==> config.mk <==
export PLATFORM = sky130hd
export DESIGN_NAME = alu_pipe
export DESIGN_NICKNAME = d
export VERILOG_FILES = /design/src/rtl/alu_pkg.sv /design/src/rtl/alu_mul_iter.sv /design/src/rtl/alu_pipe.sv
export SDC_FILE = /design/constraint.sdc
export NUM_CORES = 1
export LEC_CHECK = 0
export ABC_AREA = 1
export BUFFER_PORTS_ARGS = -buffer_cell sky130_fd_sc_hd__buf_4
export CORE_ASPECT_RATIO = 0.75
export CORE_MARGIN = 2
export CORE_UTILIZATION = 28
export DETAILED_ROUTE_END_ITERATION = 16
export GPL_TIMING_DRIVEN = 1
export HOLD_SLACK_MARGIN = 0.03
export PLACE_DENSITY = 0.41
export SETUP_SLACK_MARGIN = 0.02
export SLEW_MARGIN = 15
export SYNTH_ARGS = -nofsm -noshare
export SYNTH_HDL_FRONTEND = slang
export SYNTH_HIERARCHICAL = 1
export SYNTH_SLANG_ARGS = --single-unit
==> constraint.sdc <==
create_clock -name clk -period 8.83 [get_ports clk]
set_clock_uncertainty 0.15 [all_clocks]
set_input_delay 1.766 -clock clk [delete_from_list [all_inputs] [get_ports clk]]
set_output_delay 1.766 -clock clk [all_outputs]
set_load 0.02 [all_outputs]
==> src/rtl/alu_pkg.sv <==
// rtl/alu_pkg.sv - shared op codes, compare sub-modes and FSM state encoding for alu_pipe
// Purpose: single source for the ALU_control / bonus_control encodings and the
//          IDLE/MUL state type used by alu_pipe and alu_mul_iter.
// Ports:   none (package).
package alu_pkg;

  localparam logic [3:0] OP_AND  = 4'b0000;
  localparam logic [3:0] OP_OR   = 4'b0001;
  localparam logic [3:0] OP_ADD  = 4'b0010;
  localparam logic [3:0] OP_MUL  = 4'b0011;
  localparam logic [3:0] OP_SUB  = 4'b0110;
  localparam logic [3:0] OP_CMP  = 4'b0111;
  localparam logic [3:0] OP_NOR  = 4'b1100;
  localparam logic [3:0] OP_NAND = 4'b1101;

  localparam logic [2:0] CMP_LT = 3'b000;
  localparam logic [2:0] CMP_LE = 3'b001;
  localparam logic [2:0] CMP_NE = 3'b010;
  localparam logic [2:0] CMP_EQ = 3'b011;
  localparam logic [2:0] CMP_GT = 3'b110;
  localparam logic [2:0] CMP_GE = 3'b111;

  typedef enum logic {
    ST_IDLE = 1'b0,
    ST_MUL  = 1'b1
  } alu_state_e;

endpackage

==> src/rtl/alu_mul_iter.sv <==
// rtl/alu_mul_iter.sv - iterative shift-add unsigned multiplier, one multiplier bit per cycle
// Purpose: computes a_i * b_i as a 2*WIDTH product over WIDTH cycles after start_i.
// Ports:   clk, rst_n      clock / async active-low reset
//          start_i         load operands (one-cycle pulse)
//          a_i, b_i        WIDTH-bit multiplicand / multiplier
//          done_o          high in the cycle the final step is taken
//          product_o       2*WIDTH product, valid while done_o is high
module alu_mul_iter
  import alu_pkg::*;
#(
  parameter int WIDTH = 32
) (
  input  logic               clk,
  input  logic               rst_n,
  input  logic               start_i,
  input  logic [WIDTH-1:0]   a_i,
  input  logic [WIDTH-1:0]   b_i,
  output logic               done_o,
  output logic [2*WIDTH-1:0] product_o
);

  localparam int CW = $clog2(WIDTH + 1);

  logic [2*WIDTH-1:0] mcand_q, mcand_d;
  logic [2*WIDTH-1:0] prod_q, prod_d;
  logic [WIDTH-1:0]   mplier_q, mplier_d;
  logic [CW-1:0]      cnt_q, cnt_d;
  logic               active_q, active_d;
  logic [2*WIDTH-1:0] step_sum;

  always_comb begin
    step_sum = prod_q + (mplier_q[0] ? mcand_q : '0);
    mcand_d  = mcand_q;
    prod_d   = prod_q;
    mplier_d = mplier_q;
    cnt_d    = cnt_q;
    active_d = active_q;
    done_o   = 1'b0;
    if (start_i) begin
      mcand_d  = {{WIDTH{1'b0}}, a_i};
      mplier_d = b_i;
      prod_d   = '0;
      cnt_d    = CW'(WIDTH);
      active_d = 1'b1;
    end else if (active_q) begin
      prod_d   = step_sum;
      mcand_d  = mcand_q << 1;
      mplier_d = mplier_q >> 1;
      cnt_d    = cnt_q - CW'(1);
      // The last step's sum is handed out combinationally so the caller can
      // register it on the same edge the multiplier goes idle.
      if (cnt_q == CW'(1)) begin
        done_o   = 1'b1;
        active_d = 1'b0;
      end
    end
  end

  assign product_o = step_sum;

  always_ff @(posedge clk or negedge rst_n) begin
    if (!rst_n) begin
      mcand_q  <= '0;
      prod_q   <= '0;
      mplier_q <= '0;
      cnt_q    <= '0;
      active_q <= 1'b0;
    end else begin
      mcand_q  <= mcand_d;
      prod_q   <= prod_d;
      mplier_q <= mplier_d;
      cnt_q    <= cnt_d;
      active_q <= active_d;
    end
  end

endmodule

==> src/rtl/alu_pipe.sv <==
// rtl/alu_pipe.sv - handshaked ALU with registered result/flags and iterative multiply
// Purpose: accepts one op per in_valid/in_ready transfer, returns result and flags
//          through a one-entry output register on out_valid/out_ready.
// Ports:   clk, rst_n                     clock / async active-low reset
//          in_valid, in_ready             input channel handshake
//          src1, src2                     WIDTH-bit operands
//          ALU_control, bonus_control     op select / compare sub-mode
//          out_valid, out_ready           output channel handshake
//          result, zero, cout, overflow   registered result and flags
//          busy                           multiply in progress
module alu_pipe
  import alu_pkg::*;
#(
  parameter int WIDTH      = 32,
  parameter bit SIGNED_CMP = 1'b0
) (
  input  logic             clk,
  input  logic             rst_n,
  input  logic             in_valid,
  output logic             in_ready,
  input  logic [WIDTH-1:0] src1,
  input  logic [WIDTH-1:0] src2,
  input  logic [3:0]       ALU_control,
  input  logic [2:0]       bonus_control,
  output logic             out_valid,
  input  logic             out_ready,
  output logic [WIDTH-1:0] result,
  output logic             zero,
  output logic             cout,
  output logic             overflow,
  output logic             busy
);

  alu_state_e         state_q, state_d;
  logic               out_valid_q, out_valid_d;
  logic [WIDTH-1:0]   result_q, result_d;
  logic               zero_q, zero_d;
  logic               cout_q, cout_d;
  logic               ovf_q, ovf_d;

  logic               accept;
  logic               mul_start;
  logic               mul_done;
  logic [2*WIDTH-1:0] mul_prod;

  logic [WIDTH:0]     add_sum;
  logic [WIDTH:0]     sub_diff;
  logic               cmp_lt, cmp_eq, cmp_bit;
  logic [WIDTH-1:0]   alu_res;
  logic               alu_cout, alu_ovf, alu_legal;

  // Same-cycle drain+accept: a result leaving this cycle frees the single entry.
  assign in_ready = (state_q == ST_IDLE) && (!out_valid_q || out_ready);
  assign accept   = in_valid && in_ready;

  assign add_sum  = {1'b0, src1} + {1'b0, src2};
  // src1 + ~src2 + 1: bit WIDTH is the no-borrow flag (src1 >= src2 unsigned).
  assign sub_diff = {1'b0, src1} + {1'b0, ~src2} + {{WIDTH{1'b0}}, 1'b1};

  always_comb begin
    if (SIGNED_CMP) cmp_lt = $signed(src1) < $signed(src2);
    else            cmp_lt = src1 < src2;
  end
  assign cmp_eq = (src1 == src2);

  always_comb begin
    alu_res   = '0;
    alu_cout  = 1'b0;
    alu_ovf   = 1'b0;
    alu_legal = 1'b1;
    cmp_bit   = 1'b0;
    case (ALU_control)
      OP_AND:  alu_res = src1 & src2;
      OP_OR:   alu_res = src1 | src2;
      OP_NOR:  alu_res = ~(src1 | src2);
      OP_NAND: alu_res = ~(src1 & src2);
      OP_ADD: begin
        alu_res  = add_sum[WIDTH-1:0];
        alu_cout = add_sum[WIDTH];
        alu_ovf  = (src1[WIDTH-1] == src2[WIDTH-1]) && (add_sum[WIDTH-1] != src1[WIDTH-1]);
      end
      OP_SUB: begin
        alu_res  = sub_diff[WIDTH-1:0];
        alu_cout = sub_diff[WIDTH];
        alu_ovf  = (src1[WIDTH-1] != src2[WIDTH-1]) && (sub_diff[WIDTH-1] != src1[WIDTH-1]);
      end
      OP_CMP: begin
        case (bonus_control)
          CMP_LT:  cmp_bit = cmp_lt;
          CMP_LE:  cmp_bit = cmp_lt || cmp_eq;
          CMP_NE:  cmp_bit = !cmp_eq;
          CMP_EQ:  cmp_bit = cmp_eq;
          CMP_GE:  cmp_bit = !cmp_lt;
          CMP_GT:  cmp_bit = !(cmp_lt || cmp_eq);
          default: cmp_bit = 1'b0;
        endcase
        alu_res = {{(WIDTH-1){1'b0}}, cmp_bit};
      end
      OP_MUL:  alu_res = '0;
      // Unknown codes complete in one cycle with result and every flag cleared.
      default: alu_legal = 1'b0;
    endcase
  end

  always_comb begin
    state_d     = state_q;
    mul_start   = 1'b0;
    out_valid_d = out_valid_q && !out_ready;
    result_d    = result_q;
    zero_d      = zero_q;
    cout_d      = cout_q;
    ovf_d       = ovf_q;
    case (state_q)
      ST_IDLE: begin
        if (accept) begin
          if (ALU_control == OP_MUL) begin
            state_d   = ST_MUL;
            mul_start = 1'b1;
          end else begin
            out_valid_d = 1'b1;
            result_d    = alu_res;
            zero_d      = alu_legal && (alu_res == '0);
            cout_d      = alu_cout;
            ovf_d       = alu_ovf;
          end
        end
      end
      ST_MUL: begin
        // The output entry was drained at accept, so it is free here.
        if (mul_done) begin
          state_d     = ST_IDLE;
          out_valid_d = 1'b1;
          result_d    = mul_prod[WIDTH-1:0];
          zero_d      = (mul_prod[WIDTH-1:0] == '0);
          cout_d      = 1'b0;
          ovf_d       = |mul_prod[2*WIDTH-1:WIDTH];
        end
      end
      default: state_d = ST_IDLE;
    endcase
  end

  always_ff @(posedge clk or negedge rst_n) begin
    if (!rst_n) begin
      state_q     <= ST_IDLE;
      out_valid_q <= 1'b0;
      result_q    <= '0;
      zero_q      <= 1'b0;
      cout_q      <= 1'b0;
      ovf_q       <= 1'b0;
    end else begin
      state_q     <= state_d;
      out_valid_q <= out_valid_d;
      result_q    <= result_d;
      zero_q      <= zero_d;
      cout_q      <= cout_d;
      ovf_q       <= ovf_d;
    end
  end

  alu_mul_iter #(
    .WIDTH(WIDTH)
  ) u_mul (
    .clk       (clk),
    .rst_n     (rst_n),
    .start_i   (mul_start),
    .a_i       (src1),
    .b_i       (src2),
    .done_o    (mul_done),
    .product_o (mul_prod)
  );

  assign out_valid = out_valid_q;
  assign result    = result_q;
  assign zero      = zero_q;
  assign cout      = cout_q;
  assign overflow  = ovf_q;
  assign busy      = (state_q == ST_MUL);

endmodule
==> qor.yml, run 1 <==
core_region_area_mm2: 0.0769
r2r_end: "zero$_DFFE_PN0P_"
cts_tree: "yes"
hpwl_um: 76600
critical_path_peak_fanout: 50
r2r_start: "u_mul/mplier_q[0]$_DFFE_PN0P_"
ys_ff_latch: 204
die_area_mm2: 0.0798
clockRootBuffer: "clkbuf_16"
leakagePower_uw: 0.0139
power_density_mw_per_mm2: 206
path_clk_slew_ns: 0.06
synth-seq-area-share: 0.235
antenna_found_initial: 3
drc: 0
post_cts_buffers: 0
cp.required_ns: 9.17
die_h_um: 245
synth_top_area_share: 0.235
finalNetCount: 3968
cts_resized: 0
synth_area_leaders: "dfrtp_1 24%, nand2_1 23%, inv_1 12%, ha_1 9.3%, nand3_1 5.4%"
rows: 88
crit_path_end_kind: "flip-flop"
timing.fmax_mhz: 198
vdd_drop_max_mv: 0.145
synth-edff-count: 0
yosys.area.top_type: "dfrtp_1"
final_util: 0.316
yosysMostFrequentCell: "nand2_1"
synthArstFlopShare: 1.00
worst-path-buf-inv: 4
p_int_uw: 2590
dp.cells: 4738
synthesis.nets: 3915
wire_per_inst_um: 19.7
dieWidth_um: 325
min_path_cells: 2
avgSynthCellArea_um2: 5.90
swShare: 0.481
reg2reg_slack_ns: 3.80
postRouteAntennaNets: 0
clock_sinks: 204
setup_tns_ns: 0
synthCells: 3676
ys.flop_type: "dfrtp_1"
setup_violations: 0
whs_ns: 0.332
total_power_uw: 5000
ys_warn_count: 6
cp-start-kind: "input port"
max-slew-margin-rel: 0.233
cp_top_family: "simple AND/OR/NAND/NOR gates"
rr_worst_depth: 17
status: "completed"
wirelength_um: 94300
p_clk_frac: 0.202
grt_start_max_net_pins: 85
crit_type: "input port to flip-flop"
min_period_over_period: 0.571
drt_iter0_markers: 2229
min_from: "result[24]$_DFFE_PN0P_"
grt_util_all_layers: 0.233
overflow: 0
cts_hold_buf: 0
holdPathEnd: "result[24]$_DFFE_PN0P_"
slowest_stage: "nor2_1"
io_pins: 113
avgViaCountPerCell: 4.74
max_stage_delay_ns: 0.65
drive_above_1_share: 0.0742
cap_viol_max_count: 0
grt_pass1_wl_um: 140000
syn_area_mm2: 0.0217
crit_path_frequent_cell: "buf_4"
htree_levels: 1
io_buffers: 112
period_needed_ns: 5.05
worstSkewPairLatency_ns: 0.57
hold_violations: 0
grt_pass1_vias: 21400
cp_cell_sequence: "buf_4 -> nor2_1 -> nand3_1 -> nor2_4 -> nor2_4 -> buf_4 -> inv_2 -> buf_4 -> nand2_1 -> nor3_1 -> o21ai_0 -> a21oi_1"
p_switching_uw: 2400
tightest_slew_ns: 1.14
yosysUniqueCellTypes: 56
vias: 22600
antenna_cells: 0
gp_congestion: 0.969
hold_path.class: "flip-flop to flip-flop"
final_max_slew_viol_count: 0
p_seq_frac: 0.312
area_growth_pct: 11.7
comb_power_share: 0.486
cts_max_path_buffers: 3
synthTopCellsByCount: "1307 x nand2_1, 700 x inv_1, 290 x nor2_1"
arrival_ns: 5.39
first_pass_iters: 5
start_util: 0.282
numCtsBuffers: 24
fin_cells: 4780
rsz0062_at_grt: "false"
-- sequential cells by signal, indices dropped and copies added (netlist names), 6 cells and up --
signal	cells
u_mul/mcand_q	64
u_mul/prod_q	64
result	32
u_mul/cnt_q	6
u_mul/mplier_q	32
-- placed cells by master (no fill, tap or decap), types with 35 or more instances in the layout --
cell,n
nor2_1,285
buf_4,130
inv_1,698
dfrtp_1,202
ha_1,161
a22oi_1,35
o21ai_0,120
a21oi_1,141
nand3_1,234
nand2_1,1306
-- per-stage QoR --
stage / worst slack [ns] / instance area [µm²]
after floorplan: 4.70 / 21700
after global placement: 3.22 / 23500
after detailed placement: 3.17 / 23500
after CTS: 3.68 / 24200
after global routing: 3.24 / 24200
final: 3.78 / 24200
-- layer usage --
layer / track usage / up-vias / routed length (µm)
met4: 0.0297 / 0 / 1180
met2: 0.307 / 700 / 34400
li1: - / 11500 / -
met3: 0.0501 / 65 / 7760
met5: 0 / - / 0
met1: 0.381 / 10400 / 50900
-- tightest hold or removal path, delay by kind of cell (launching register included) --
kind             cells  cell delay [ns]
AND/OR/NAND/NOR      1             0.05
AO/OA/AOI/OAI        1             0.05
flip-flops           1             0.34
-- kinds of logic after synthesis --
kind of cell,synth area share
muxes,0.000461
adders and majority gates,0.0956
AOI/OAI and AO/OA,0.115
and+or+nand+nor,0.390
buffers and inverters,0.149
DFF,0.235
xor gates and xnor gates,0.0147
-- power by group through the flow --
stage	combinational, µW	sequential [µW]	clock, µW
after detailed placement	2420	1570	0
after CTS	2430	1560	1040
after global placement	2430	1570	0
after global routing	2710	1600	1080
after floorplan	1510	1520	0
final	2430	1560	1010
-- final cells by class --
type	count	area, µm²
Clock buffer	33	674
Clock inverter	9	93.8
Fill cell	8905	52600
Inverter	717	2690
Multi-Input combinational cell	2651	13400
Sequential cell	204	5110
Tap cell	1035	1290
Timing Repair Buffer	131	991
-- worst max path at each step --
stage | startpoint | to | slack (ns) | depth (start not counted)
2_1_floorplan | out_ready | result[11]$_DFFE_PN0P_ | 4.70 | 15
3_3_place_gp | ALU_control[3] | u_mul/cnt_q[4]$_DFFE_PN0P_ | 3.22 | 12
3_5_place_dp | ALU_control[3] | u_mul/cnt_q[4]$_DFFE_PN0P_ | 3.17 | 12
4_1_cts | u_mul/mplier_q[0]$_DFFE_PN0P_ | overflow$_DFFE_PN0P_ | 3.68 | 18
5_1_grt | u_mul/mplier_q[0]$_DFFE_PN0P_ | overflow$_DFFE_PN0P_ | 3.24 | 18
6_report | ALU_control[3] | u_mul/cnt_q[4]$_DFFE_PN0P_ | 3.78 | 12
No activity file was read; power rests on OpenSTA's default activity.
==> inputs of run 2 (changes only) <==
Settings changed: ABC_AREA 1 to 0, PLACE_DENSITY 0.41 to 0.42.
Clock period 8.83 ns to 4.5 ns, I/O delays scaled along.
==> run 2 against run 1 <==
- first-iteration DRC count is 31% lower
- total power grew to 2.7 times the previous value
- largest power group unchanged
- global-route usage is 0.36 points lower
- cell area is 7.6% higher
- sequential power is 58% higher
- non-clock buffer count is 458 higher
- synthesized area is 11% lower
==> qor.yml, run 2 <==
vias: 20400
vdd_drop_max_mv: 0.312
drt_iter0_markers: 1527
io_buffers: 112
ys_warn_count: 6
yosysUniqueCellTypes: 103
synthesis.nets: 2609
dpl_cell_area_mm2: 0.0243
synthArstFlopShare: 1.00
final_design_area_no_fill_mm2: 0.0261
numCtsBuffers: 27
die_area_mm2: 0.0715
dp.cells: 3670
cts_max_path_buffers: 3
ys_ff_latch: 204
gp_congestion: 0.967
final_util: 0.381
avgSynthCellArea_um2: 8.19
dieWidth_um: 308
yosys.area.top_type: "dfrtp_1"
synthTopCellsByCount: "204 x dfrtp_1, 201 x nor2_1, 197 x nand2_1"
reg2reg_slack_ns: 0.13
grt_pass1_wl_um: 126000
hpwl_um: 66800
path_clk_slew_ns: 0.06
grt_pass1_vias: 19500
synth-edff-count: 0
cap_viol_max_count: 0
grt_start_max_net_pins: 189
synth_area_leaders: "dfrtp_1 26%, ha_1 10%, mux2i_1 7.8%, a21oi_1 4.2%, o21ai_0 3.9%"
r2r_start: "u_mul/mplier_q[0]$_DFFE_PN0P_"
core_region_area_mm2: 0.0685
cp.required_ns: 4.84
start_util: 0.283
final_common_cell: "buf_4"
die_h_um: 232
max-slew-margin-rel: 0.332
period_needed_ns: 4.37
worstSkewPairLatency_ns: 0.59
ys.flop_type: "dfrtp_1"
first_pass_iters: 5
wire_per_inst_um: 22.7
antenna_cells: 0
synth_top_area_share: 0.263
power_density_mw_per_mm2: 525
wirelength_um: 85100
tightest_slew_ns: 1.00
rows: 83
drc: 0
rsz0062_at_grt: "true"
synth-seq-area-share: 0.263
final_max_slew_viol_count: 0
avgViaCountPerCell: 5.44
yosysMostFrequentCell: "dfrtp_1"
finalNetCount: 3068
overflow: 0
setup_violations: 0
clockRootBuffer: "clkbuf_16"
cts_tree: "yes"
r2r_end: "zero$_DFFE_PN0P_"
grt_util_all_layers: 0.230
postRouteAntennaNets: 0
htree_levels: 1
status: "completed"
crit_path_end_kind: "flip-flop"
cp-start-kind: "flip-flop"
fin_cells: 3741
rr_worst_depth: 18
leakagePower_uw: 0.0109
area_growth_pct: 34.4
cts_hold_buf: 0
synthCells: 2370
antenna_found_initial: 7
hold_violations: 0
io_pins: 113
drive_above_1_share: 0.273
min_period_over_period: 0.972
critical_path_peak_fanout: 6
layout_common_cells: "569 x buf_4, 202 x dfrtp_1, 198 x nor2_1"
hold_path.class: "input port to asynchronous set/reset pin"
largestRegisters: "u_mul/mcand_q x64, u_mul/prod_q x64"
syn_area_mm2: 0.0194
crit_type: "flip-flop to flip-flop"
timing.fmax_mhz: 229
clock_sinks: 204
arrival_ns: 4.71
-- run 2: worst max path at each step --
| stage | end | depth (start not counted) | start | slack [ns] |
|---|---|---|---|---|
| floorplan | zero$_DFFE_PN0P_ | 14 | src1[0] | 0.40 |
| CTS | overflow$_DFFE_PN0P_ | 18 | u_mul/mplier_q[0]$_DFFE_PN0P_ | 0.04 |
| global route | overflow$_DFFE_PN0P_ | 18 | u_mul/mplier_q[0]$_DFFE_PN0P_ | -0.02 |
| finish | zero$_DFFE_PN0P_ | 18 | u_mul/mplier_q[0]$_DFFE_PN0P_ | 0.13 |
| detailed placement | overflow$_DFFE_PN0P_ | 17 | src2[1] | -0.41 |
| global placement | zero$_DFFE_PN0P_ | 17 | src2[1] | -0.39 |
-- run 2: where the power goes --
part | internal (µW) | total (µW) | switching, µW
registers | 2180 | 2460 | 282
logic | 4040 | 8840 | 4800
clock network | 1450 | 2400 | 948
total | 7670 | 13700 | 6030
-- run 2: cells by family after synthesis --
logic type / count (synthesis) / synth area share
DFF: 204 / 0.263
and+or+nand+nor: 767 / 0.201
muxes: 154 / 0.0795
buffers and inverters: 284 / 0.0563
adders and majority gates: 164 / 0.107
xor gates and xnor gates: 75 / 0.0338
AOI/OAI and AO/OA: 722 / 0.259
-- run 2: area by class of cell --
cell class              count  area, µm²
inverters                 125        469
clock inverters            13        201
clock buffers              36        749
flip-flops and latches    204       5110
fillers                  7100      42400
multi-input cells        1882      13800
well taps                 892       1120
repair buffers            589       4640
-- run 2: what timing repair did --
action                     4_1_cts  5_1_grt
setup endpoints to repair        1        2
setup buffers                    0       17
gates resized for setup          2      109
pin swaps                        0       38
gates cloned                     0        5
-- run 2: routing by layer --
metal / GRT usage / wire length (µm) / vias to the layer above
met5: 0 / 77 / -
met4: 0.0438 / 1610 / 10
met3: 0.0405 / 5170 / 91
met2: 0.297 / 31600 / 590
met1: 0.380 / 46600 / 10000
li1: - / - / 9633
-- run 2: worst max-delay path: stages, from the launching register on --
cell      delay [ns]
dfrtp_2         0.49
buf_6           0.17
and2_4          0.14
ha_4            0.21
a21o_1          0.19
a31oi_2         0.20
a21boi_2        0.12
a211o_1         0.36
a31oi_1         0.30
buf_4           0.17
o21bai_1        0.10
a21oi_1         0.26
xnor2_1         0.30
nor4_1          0.34
buf_4           0.21
nand4_1         0.11
nor4_1          0.25
a22oi_1         0.13
o31ai_2         0.09
-- run 2: metrics by stage --
step	hold slack [ns]	total power [µW]	setup TNS, ns	setup WS [ns]
CTS	0.106	13000	0	0.0446
floorplan	0.316	6790	0	0.397
global route	0.112	14600	-0.0249	-0.0249
global placement	0.319	10500	-1.89	-0.392
finish	0.0992	13700	0	0.128
detailed placement	0.323	10500	-1.82	-0.409
